## src/rtl/pipe_hazard_ctrl_pkg.sv

```systemverilog
// Shared constants for the pipeline hazard controller: opcodes, FSM states, address width.
package pipe_hazard_ctrl_pkg;

   localparam int unsigned REG_ADDR_WIDTH_DEF = 5;

   localparam logic [6:0] OP_LUI    = 7'b0110111;
   localparam logic [6:0] OP_AUIPC  = 7'b0010111;
   localparam logic [6:0] OP_JAL    = 7'b1101111;
   localparam logic [6:0] OP_RTYPE  = 7'b0110011;
   localparam logic [6:0] OP_STORE  = 7'b0100011;
   localparam logic [6:0] OP_BRANCH = 7'b1100011;

   typedef enum logic [1:0] {
      StRun      = 2'd0,
      StDmemWait = 2'd1,
      StImemWait = 2'd2,
      StDiscard  = 2'd3
   } hz_state_e;

endpackage

```

## src/rtl/pipe_hazard_reguse.sv

```systemverilog
// Source-register usage decode for the IF/ID instruction and load-use hazard compare.
module pipe_hazard_reguse
   import pipe_hazard_ctrl_pkg::*;
#(
   parameter int unsigned RegAddrWidth = REG_ADDR_WIDTH_DEF
) (
   input  logic [6:0]              opcode_i,
   input  logic [RegAddrWidth-1:0] rs1_i,
   input  logic [RegAddrWidth-1:0] rs2_i,
   input  logic                    mem_read_i,
   input  logic [RegAddrWidth-1:0] rd_i,
   output logic                    load_use_o
);

   logic use_rs1;
   logic use_rs2;

   always_comb begin
      use_rs1 = !(opcode_i == OP_LUI || opcode_i == OP_AUIPC || opcode_i == OP_JAL);
      use_rs2 = (opcode_i == OP_RTYPE || opcode_i == OP_STORE || opcode_i == OP_BRANCH);
   end

   // x0 is hardwired zero, so a load targeting it can never create a dependency.
   assign load_use_o = mem_read_i && (rd_i != '0) &&
                       ((use_rs1 && (rs1_i == rd_i)) || (use_rs2 && (rs2_i == rd_i)));

endmodule

```

## src/rtl/pipe_hazard_ctrl.sv

```systemverilog
// Stall/flush/freeze sequencer for the 5-stage pipeline.
// Optional performance counters are built when PIPE_HAZARD_CTRL_PERF_EN is defined.
module pipe_hazard_ctrl
   import pipe_hazard_ctrl_pkg::*;
#(
   parameter int unsigned REG_ADDR_WIDTH = REG_ADDR_WIDTH_DEF,
   parameter int unsigned CNT_WIDTH      = 32
) (
   input  logic                      clk,
   input  logic                      reset_n,
   input  logic [6:0]                IF_ID_inst_opcode,
   input  logic [REG_ADDR_WIDTH-1:0] IF_ID_rs1,
   input  logic [REG_ADDR_WIDTH-1:0] IF_ID_rs2,
   input  logic                      ID_EX_mem_read,
   input  logic [REG_ADDR_WIDTH-1:0] ID_EX_rd,
   input  logic                      EX_branch_taken,
   input  logic                      EX_MEM_mem_access,
   input  logic                      dmem_ready,
   input  logic                      imem_ready,
   output logic                      pc_write,
   output logic                      IF_ID_write,
   output logic                      IF_flush,
   output logic                      ID_EX_flush,
   output logic                      pipe_freeze
`ifdef PIPE_HAZARD_CTRL_PERF_EN
   ,
   output logic [CNT_WIDTH-1:0]      perf_stall_cnt,
   output logic [CNT_WIDTH-1:0]      perf_flush_cnt,
   output logic [CNT_WIDTH-1:0]      perf_loaduse_cnt
`endif
);

   hz_state_e state_q, state_d;
   logic      load_use;
   logic      dmem_busy;
   logic      pc_write_c, if_id_write_c, if_flush_c, id_ex_flush_c, freeze_c;
   logic      flush_fire, loaduse_fire;

   pipe_hazard_reguse #(
      .RegAddrWidth (REG_ADDR_WIDTH)
   ) u_reguse (
      .opcode_i   (IF_ID_inst_opcode),
      .rs1_i      (IF_ID_rs1),
      .rs2_i      (IF_ID_rs2),
      .mem_read_i (ID_EX_mem_read),
      .rd_i       (ID_EX_rd),
      .load_use_o (load_use)
   );

   assign dmem_busy = EX_MEM_mem_access && !dmem_ready;

   always_comb begin
      pc_write_c    = 1'b1;
      if_id_write_c = 1'b1;
      if_flush_c    = 1'b0;
      id_ex_flush_c = 1'b0;
      freeze_c      = 1'b0;
      flush_fire    = 1'b0;
      loaduse_fire  = 1'b0;
      state_d       = state_q;
      if (dmem_busy) begin
         // A branch in EX is frozen in place and redirects once the freeze lifts.
         pc_write_c    = 1'b0;
         if_id_write_c = 1'b0;
         freeze_c      = 1'b1;
         state_d       = StDmemWait;
      end else if (state_q == StDiscard) begin
         pc_write_c    = 1'b0;
         if_id_write_c = 1'b0;
         if (imem_ready) begin
            if_flush_c = 1'b1;
            state_d    = StRun;
         end
         if (EX_branch_taken) begin
            pc_write_c = 1'b1;
            state_d    = StDiscard;
         end
      end else if (EX_branch_taken) begin
         pc_write_c    = 1'b1;
         if_flush_c    = 1'b1;
         id_ex_flush_c = 1'b1;
         flush_fire    = 1'b1;
         state_d       = imem_ready ? StRun : StDiscard;
      end else if (load_use) begin
         pc_write_c    = 1'b0;
         if_id_write_c = 1'b0;
         id_ex_flush_c = 1'b1;
         loaduse_fire  = 1'b1;
      end else if (!imem_ready) begin
         pc_write_c = 1'b0;
         if_flush_c = 1'b1;
         state_d    = StImemWait;
      end else begin
         state_d = StRun;
      end
   end

   always_ff @(posedge clk or negedge reset_n) begin
      if (!reset_n) begin
         state_q <= StRun;
      end else begin
         state_q <= state_d;
      end
   end

   // Force default controls while in reset regardless of input activity.
   assign pc_write    = !reset_n || pc_write_c;
   assign IF_ID_write = !reset_n || if_id_write_c;
   assign IF_flush    = reset_n && if_flush_c;
   assign ID_EX_flush = reset_n && id_ex_flush_c;
   assign pipe_freeze = reset_n && freeze_c;

`ifdef PIPE_HAZARD_CTRL_PERF_EN
   logic [CNT_WIDTH-1:0] stall_cnt_q, flush_cnt_q, loaduse_cnt_q;

   always_ff @(posedge clk or negedge reset_n) begin
      if (!reset_n) begin
         stall_cnt_q   <= '0;
         flush_cnt_q   <= '0;
         loaduse_cnt_q <= '0;
      end else begin
         if (!pc_write_c && (stall_cnt_q != '1)) begin
            stall_cnt_q <= stall_cnt_q + CNT_WIDTH'(1);
         end
         if (flush_fire && (flush_cnt_q != '1)) begin
            flush_cnt_q <= flush_cnt_q + CNT_WIDTH'(1);
         end
         if (loaduse_fire && (loaduse_cnt_q != '1)) begin
            loaduse_cnt_q <= loaduse_cnt_q + CNT_WIDTH'(1);
         end
      end
   end

   assign perf_stall_cnt   = stall_cnt_q;
   assign perf_flush_cnt   = flush_cnt_q;
   assign perf_loaduse_cnt = loaduse_cnt_q;
`else
   logic unused_perf;
   assign unused_perf = flush_fire ^ loaduse_fire;
`endif

endmodule

```

## config.mk

```make
export PLATFORM = sky130hd
export DESIGN_NAME = pipe_hazard_ctrl
export DESIGN_NICKNAME = d
export VERILOG_FILES = /design/src/rtl/pipe_hazard_ctrl_pkg.sv /design/src/rtl/pipe_hazard_reguse.sv /design/src/rtl/pipe_hazard_ctrl.sv
export SDC_FILE = /design/constraint.sdc
export NUM_CORES = 1
export LEC_CHECK = 0
export BUFFER_PORTS_ARGS = -buffer_cell sky130_fd_sc_hd__buf_4
export CORE_AREA = 2 2 39 41
export DETAILED_ROUTE_END_ITERATION = 16
export DIE_AREA = 0 0 41 43
export GPL_ROUTABILITY_DRIVEN = 0
export HOLD_SLACK_MARGIN = 0.08
export MAX_ROUTING_LAYER = met4
export PLACE_DENSITY = 0.69
export SYNTH_ARGS = -nofsm -noshare
export SYNTH_HDL_FRONTEND = slang
export SYNTH_SLANG_ARGS = --single-unit
```

## constraint.sdc

```tcl
create_clock -name clk -period 3.3 [get_ports clk]
set_clock_uncertainty 0.15 [all_clocks]
set_input_delay 0.66 -clock clk [delete_from_list [all_inputs] [get_ports clk]]
set_output_delay 0.66 -clock clk [all_outputs]
set_load 0.05 [all_outputs]
```

==> results of run 1 <==
power by group:
group / internal (mW) / total [mW] / switching, mW
Combinational: 0.0465 / 0.0952 / 0.0488
Clock: 0.0401 / 0.0537 / 0.0136
Sequential: 0.0274 / 0.0315 / 0.00411
area by class of cell:
class,instances,share of cell area (%)
Sequential cell,2,6.63
Tap cell,16,2.65
Timing Repair Buffer,34,34.2
Multi-Input combinational cell,53,52.6
Inverter,2,0.995
Clock buffer,3,2.99
metal layers:
metal,GRT usage [%],vias up
li1,-,286
met1,19.9,241
met2,25.6,14
met3,0.524,2
met4,7.33,0
met5,-,-
worst max path at each step:
stage | startpoint | endpoint | slack [ns] | cells after the start
6_report | ID_EX_rd[0] | IF_flush | 0.40 | 7
5_1_grt | ID_EX_rd[0] | IF_flush | 0.30 | 7
4_1_cts | ID_EX_rd[0] | IF_flush | 0.39 | 7
3_5_place_dp | ID_EX_rd[0] | IF_flush | 0.39 | 7
3_3_place_gp | ID_EX_rd[0] | IF_flush | 0.40 | 7
2_1_floorplan | ID_EX_rd[0] | IF_flush | 0.13 | 5
critical path: cells and delay by family:
kind | cells | cell delay [ns]
buffers and inverters | 2 | 0.34
AOI/OAI and AO/OA | 2 | 0.28
and+or+nand+nor | 3 | 0.81
synth_stat cells (all sizes together):
library cell,n,area share [%]
nand4b,2,6.6
nor4,1,4.7
nand2b,1,1.4
and2,3,4.1
a21o,1,1.9
o2111ai,1,1.9
a311oi,1,3.3
o211ai,1,2.8
nand3,5,5.5
o221ai,1,1.9
nor2b,2,2.8
xor2,10,19
nor2,2,1.7
or4,1,2.5
o211a,1,2.2
a21oi,5,6.3
a31o,1,1.9
nor4b,1,3.3
dfrtp,2,11
a21boi,1,1.7
o21ai,3,3.3
nor3,1,1.1
inv,2,1.7
nand2,7,5.8
and3,1,1.4
logic make-up (layout without fill, tap and decap cells):
kind of cell / count (synthesis) / in the layout / synth area share [%]
simple gates: 27 / 27 / 40.8
compound gates: 16 / 16 / 27.3
xor+xnor: 10 / 10 / 19.3
flops: 2 / 2 / 11.0
buf+inv: 2 / 39 / 1.65
through the flow:
stage	instances	cell area, um^2
2_1_floorplan	57	454
3_3_place_gp	106	722
3_5_place_dp	106	722
4_1_cts	110	754
5_1_grt	110	754
6_report	110	754
==> metrics, run 1 <==
postcts setup bufs 0; crit-path cells buf_4 -> or4_4 -> o211ai_2 -> nand4b_2 -> nand3_1 -> a21oi_1 -> buf_4; #FFs+latches synth 2; crit-path max FO 4; fmax between 0.3 and 0.4 GHz; Die Height 43 um; Distinct cells, synth 27; Net count, final 125; commonest non-fill, non-tap cell in the layout buf_4; R2R depth 5; Clk pin slew, worst setup/hold paths about 0.030 ns; final setup margin 0.399 ns; # resized after CTS 0; share of layout cells above drive strength 1 between 40% and 50%; min-delay worst type reg -> reg; initial detailed-routing violation count 7; post-synthesis sequential area ratio between 10% and 20%; Power Dens Cells 239 nW/um^2; CP Data Arrival Time 2.09 ns; wire per inst 10.9 um; hold_sp state_q[0]; Hold EP state_q[0]; TritonCTS Sinks 2; Largest regs state_q: 2 flops; max reg flops 2; met3 wire len 65 um; final setup TNS 0 ns; Mapped Nets 86; initial antenna violation count 0; first-pass GRT wire length about 2000 um; CP max stage cell or4_4; CTS tree done; largest net degree at the start of global routing 8; detailed-placement wirelength estimate 999 um; most frequent cells in the layout 33 x buf_4, 10 x xor2_1, 7 x nand2_1; core area 1380 um^2; Pwr Total 0.180 mW; endpoints failing setup 0; # rows 14; Filler cells 135; DR vias/cell 4.94; final wirelength 1200 um; FF-to-FF setup slack between 2 and 2.5 ns; DRC 0; reg2reg start state_q[1]; area grow syn2layout 66.1%; worst-case headroom to the max-slew limit about three quarters; period utilization between 80% and 90%; Synth warnings 0; H-tree depth 1; WS Path Type in -> out; final hold slack 0.472 ns; Clock Tree Buf Depth 2; gr usage total 16.0%; slew at the pin closest to its max-slew limit between 0.3 and 0.4 ns; Hold Path Depth 1; num ports 34; CP Capture Type primary output; DRT Pass-1 Iters 2; Max Slew Vio Count 0; pre-CTS worst setup slack 0.390 ns; Reg with most FFs state_q; CTS root buf clkbuf_4; Peak supply drop 0.188 mV; CP most frequent cell buf_4; Reg area ~50 um^2; status finished clean; Die Area 1760 um^2; Mean Syn Cell Area between 7 and 8 um^2; Req. time, crit path 2.49 ns; vias in the first global route 522; Syn Inst Count 57; cts hold-fix bufs 1; Final Hold Fails 0; area occupied by multi-input gates 397 um^2; buffers added on ports 33; Mapped Area 454 um^2; Remaining Overflow, GRT 0; Initial Util 32.8%; Top Metal Used met4; Post-DRT Antenna Nets 0; Final Critical Period 2.90 ns; Leakage 0.384 nW; met2 WL around 620 um; routed vias between 500 and 600; CTS Buf Count 3; # diodes 0; Chip Width 41 um; CP peak stage delay 0.53 ns; crit path launch type input port; Skew-Pair Late Insertion Delay 0.22 ns; met1 wire length 502 um; Critical R2R Capture state_q[0]; RSZ-0062 raised after global routing no; final core occ 54.5%; MaxCap Viol Count 0
(Power assumes the default switching activity.)
==> inputs of run 2 (changes only) <==
CTS_BUF_LIST = sky130_fd_sc_hd__clkbuf_16   (was not set)
CTS_CLUSTER_DIAMETER = 80   (was not set)
==> run 2 against run 1 <==
  * Via count up 0.55%
  * Global-route usage is 0.41 points higher
  * Non-clock buffer count is 1 lower
  * Flip-flop and latch count unchanged
  * Routed wire length grew 1.2%
  * Total power is 70% higher
  * Utilization increased by 3.1 points
  * Fmax is essentially flat
  * Register-to-register slack about the same
==> metrics, run 2 (synthesis results as in run 1) <==
max reg flops 2; initial detailed-routing violation count 7; min-delay worst type in -> async; Die Area 1760 um^2; area grow syn2layout 75.5%; gr usage total 16.5%; Max Slew Vio Count 0; Final Critical Period 2.90 ns; CTS tree done; final wirelength 1220 um; final setup margin about 0.4 ns; # diodes 0; final core occ 57.6%; wire per inst 11.2 um; num ports 34; slew at the pin closest to its max-slew limit 0.375 ns; Clock Tree Buf Depth 2; crit-path max FO 4; initial antenna violation count 0; Net count, final 124; CTS Buf Count 3; Skew-Pair Late Insertion Delay 0.22 ns; Req. time, crit path 2.49 ns; CTS root buf clkbuf_16; largest net degree at the start of global routing 8; cts hold-fix bufs 0; RSZ-0062 raised after global routing no; WS Path Type in -> out; design area 797 um^2; TritonCTS Sinks 2; buffers added on ports 33; endpoints failing setup 0; pre-CTS worst setup slack 0.390 ns; routed vias 546; # resized after CTS 0; MaxCap Viol Count 0; DRC 0; worst-case headroom to the max-slew limit 74.8%; Reg with most FFs state_q; non-filler cells, final approximately 110; crit path launch type input port; detailed-placement wirelength estimate between 900 and 1000 um; Die Height 43 um; commonest non-fill, non-tap cell in the layout buf_4; cell count after placement 106; Power Dens Cells 386 nW/um^2; final setup TNS 0 ns; DR vias/cell 5.01; Remaining Overflow, GRT 0; Area after DPL 722 um^2; core area 1380 um^2; share of layout cells above drive strength 1 49.5%; CP Capture Type primary output; Leakage between 0.4 and 0.5 nW; Peak supply drop between 0.3 and 0.4 mV; Final Hold Fails 0; Pwr Total a little over 0.3 mW; CP Data Arrival Time approximately 2.1 ns; period utilization slightly below 90%; DRT Pass-1 Iters 3; Chip Width 41 um; postcts setup bufs 0; # rows 14; final hold slack 0.0887 ns; vias in the first global route around 520; most frequent cells in the layout 33 x buf_4, 10 x xor2_1, 7 x nand2_1; Post-DRT Antenna Nets 0; fmax 0.345 GHz; Largest regs state_q: 2 flops; Initial Util between 30% and 40%; first-pass GRT wire length 2010 um; status finished clean; Clk pin slew, worst setup/hold paths 0.03 ns; H-tree depth 1
[run 2: cell types whose count changed in the layout (fill, tap and decap cells not counted)]
cell / before / now
clkbuf_16: 0 / 3
clkbuf_4: 3 / 0
dlygate4sd3_1: 1 / 0
[run 2: per-layer routing]
metal  share of wire [%]  up-vias  wire [um]  track usage, %
li1                    -      284          -               -
met1                  42      246        517            20.3
met2                  51       14        627            25.6
met3                 4.8        2         59            2.09
met4                0.99        0         12            7.33
met5                   0        -          0               -
[run 2: where the power goes]
part	internal [mW]	switching (mW)
clock network	0.154	0.0274
logic	0.0457	0.0486
registers	0.0274	0.00427
[run 2: critical path: stages]
cell      delay, ns
buf_4          0.13
or4_4          0.53
o211ai_2       0.16
nand4b_2       0.19
nand3_1        0.09
a21oi_1        0.13
buf_4          0.21
[run 2: worst paths after layout]
| check | from | end | slack [ns] | cells after the start |
|---|---|---|---|---|
| min | reset_n | state_q[0] | 0.09 | 1 |
| min in group clk | state_q[0] | state_q[0] | 0.48 | 1 |
| max | ID_EX_rd[0] | IF_flush | 0.40 | 7 |
| max in group asynchronous | reset_n | state_q[1] | 2.80 | 1 |
| min reg2reg | state_q[0] | state_q[0] | 0.48 | 1 |
| max reg2reg | state_q[1] | state_q[0] | 2.02 | 5 |
[run 2: area by class of cell]
type	instances	area, um^2
well taps	16	20.0
multi-input cells	53	397
clock buffers	3	75.1
fillers	130	587
repair buffers	33	248
flip-flops and latches	2	50.0
inverters	2	7.51
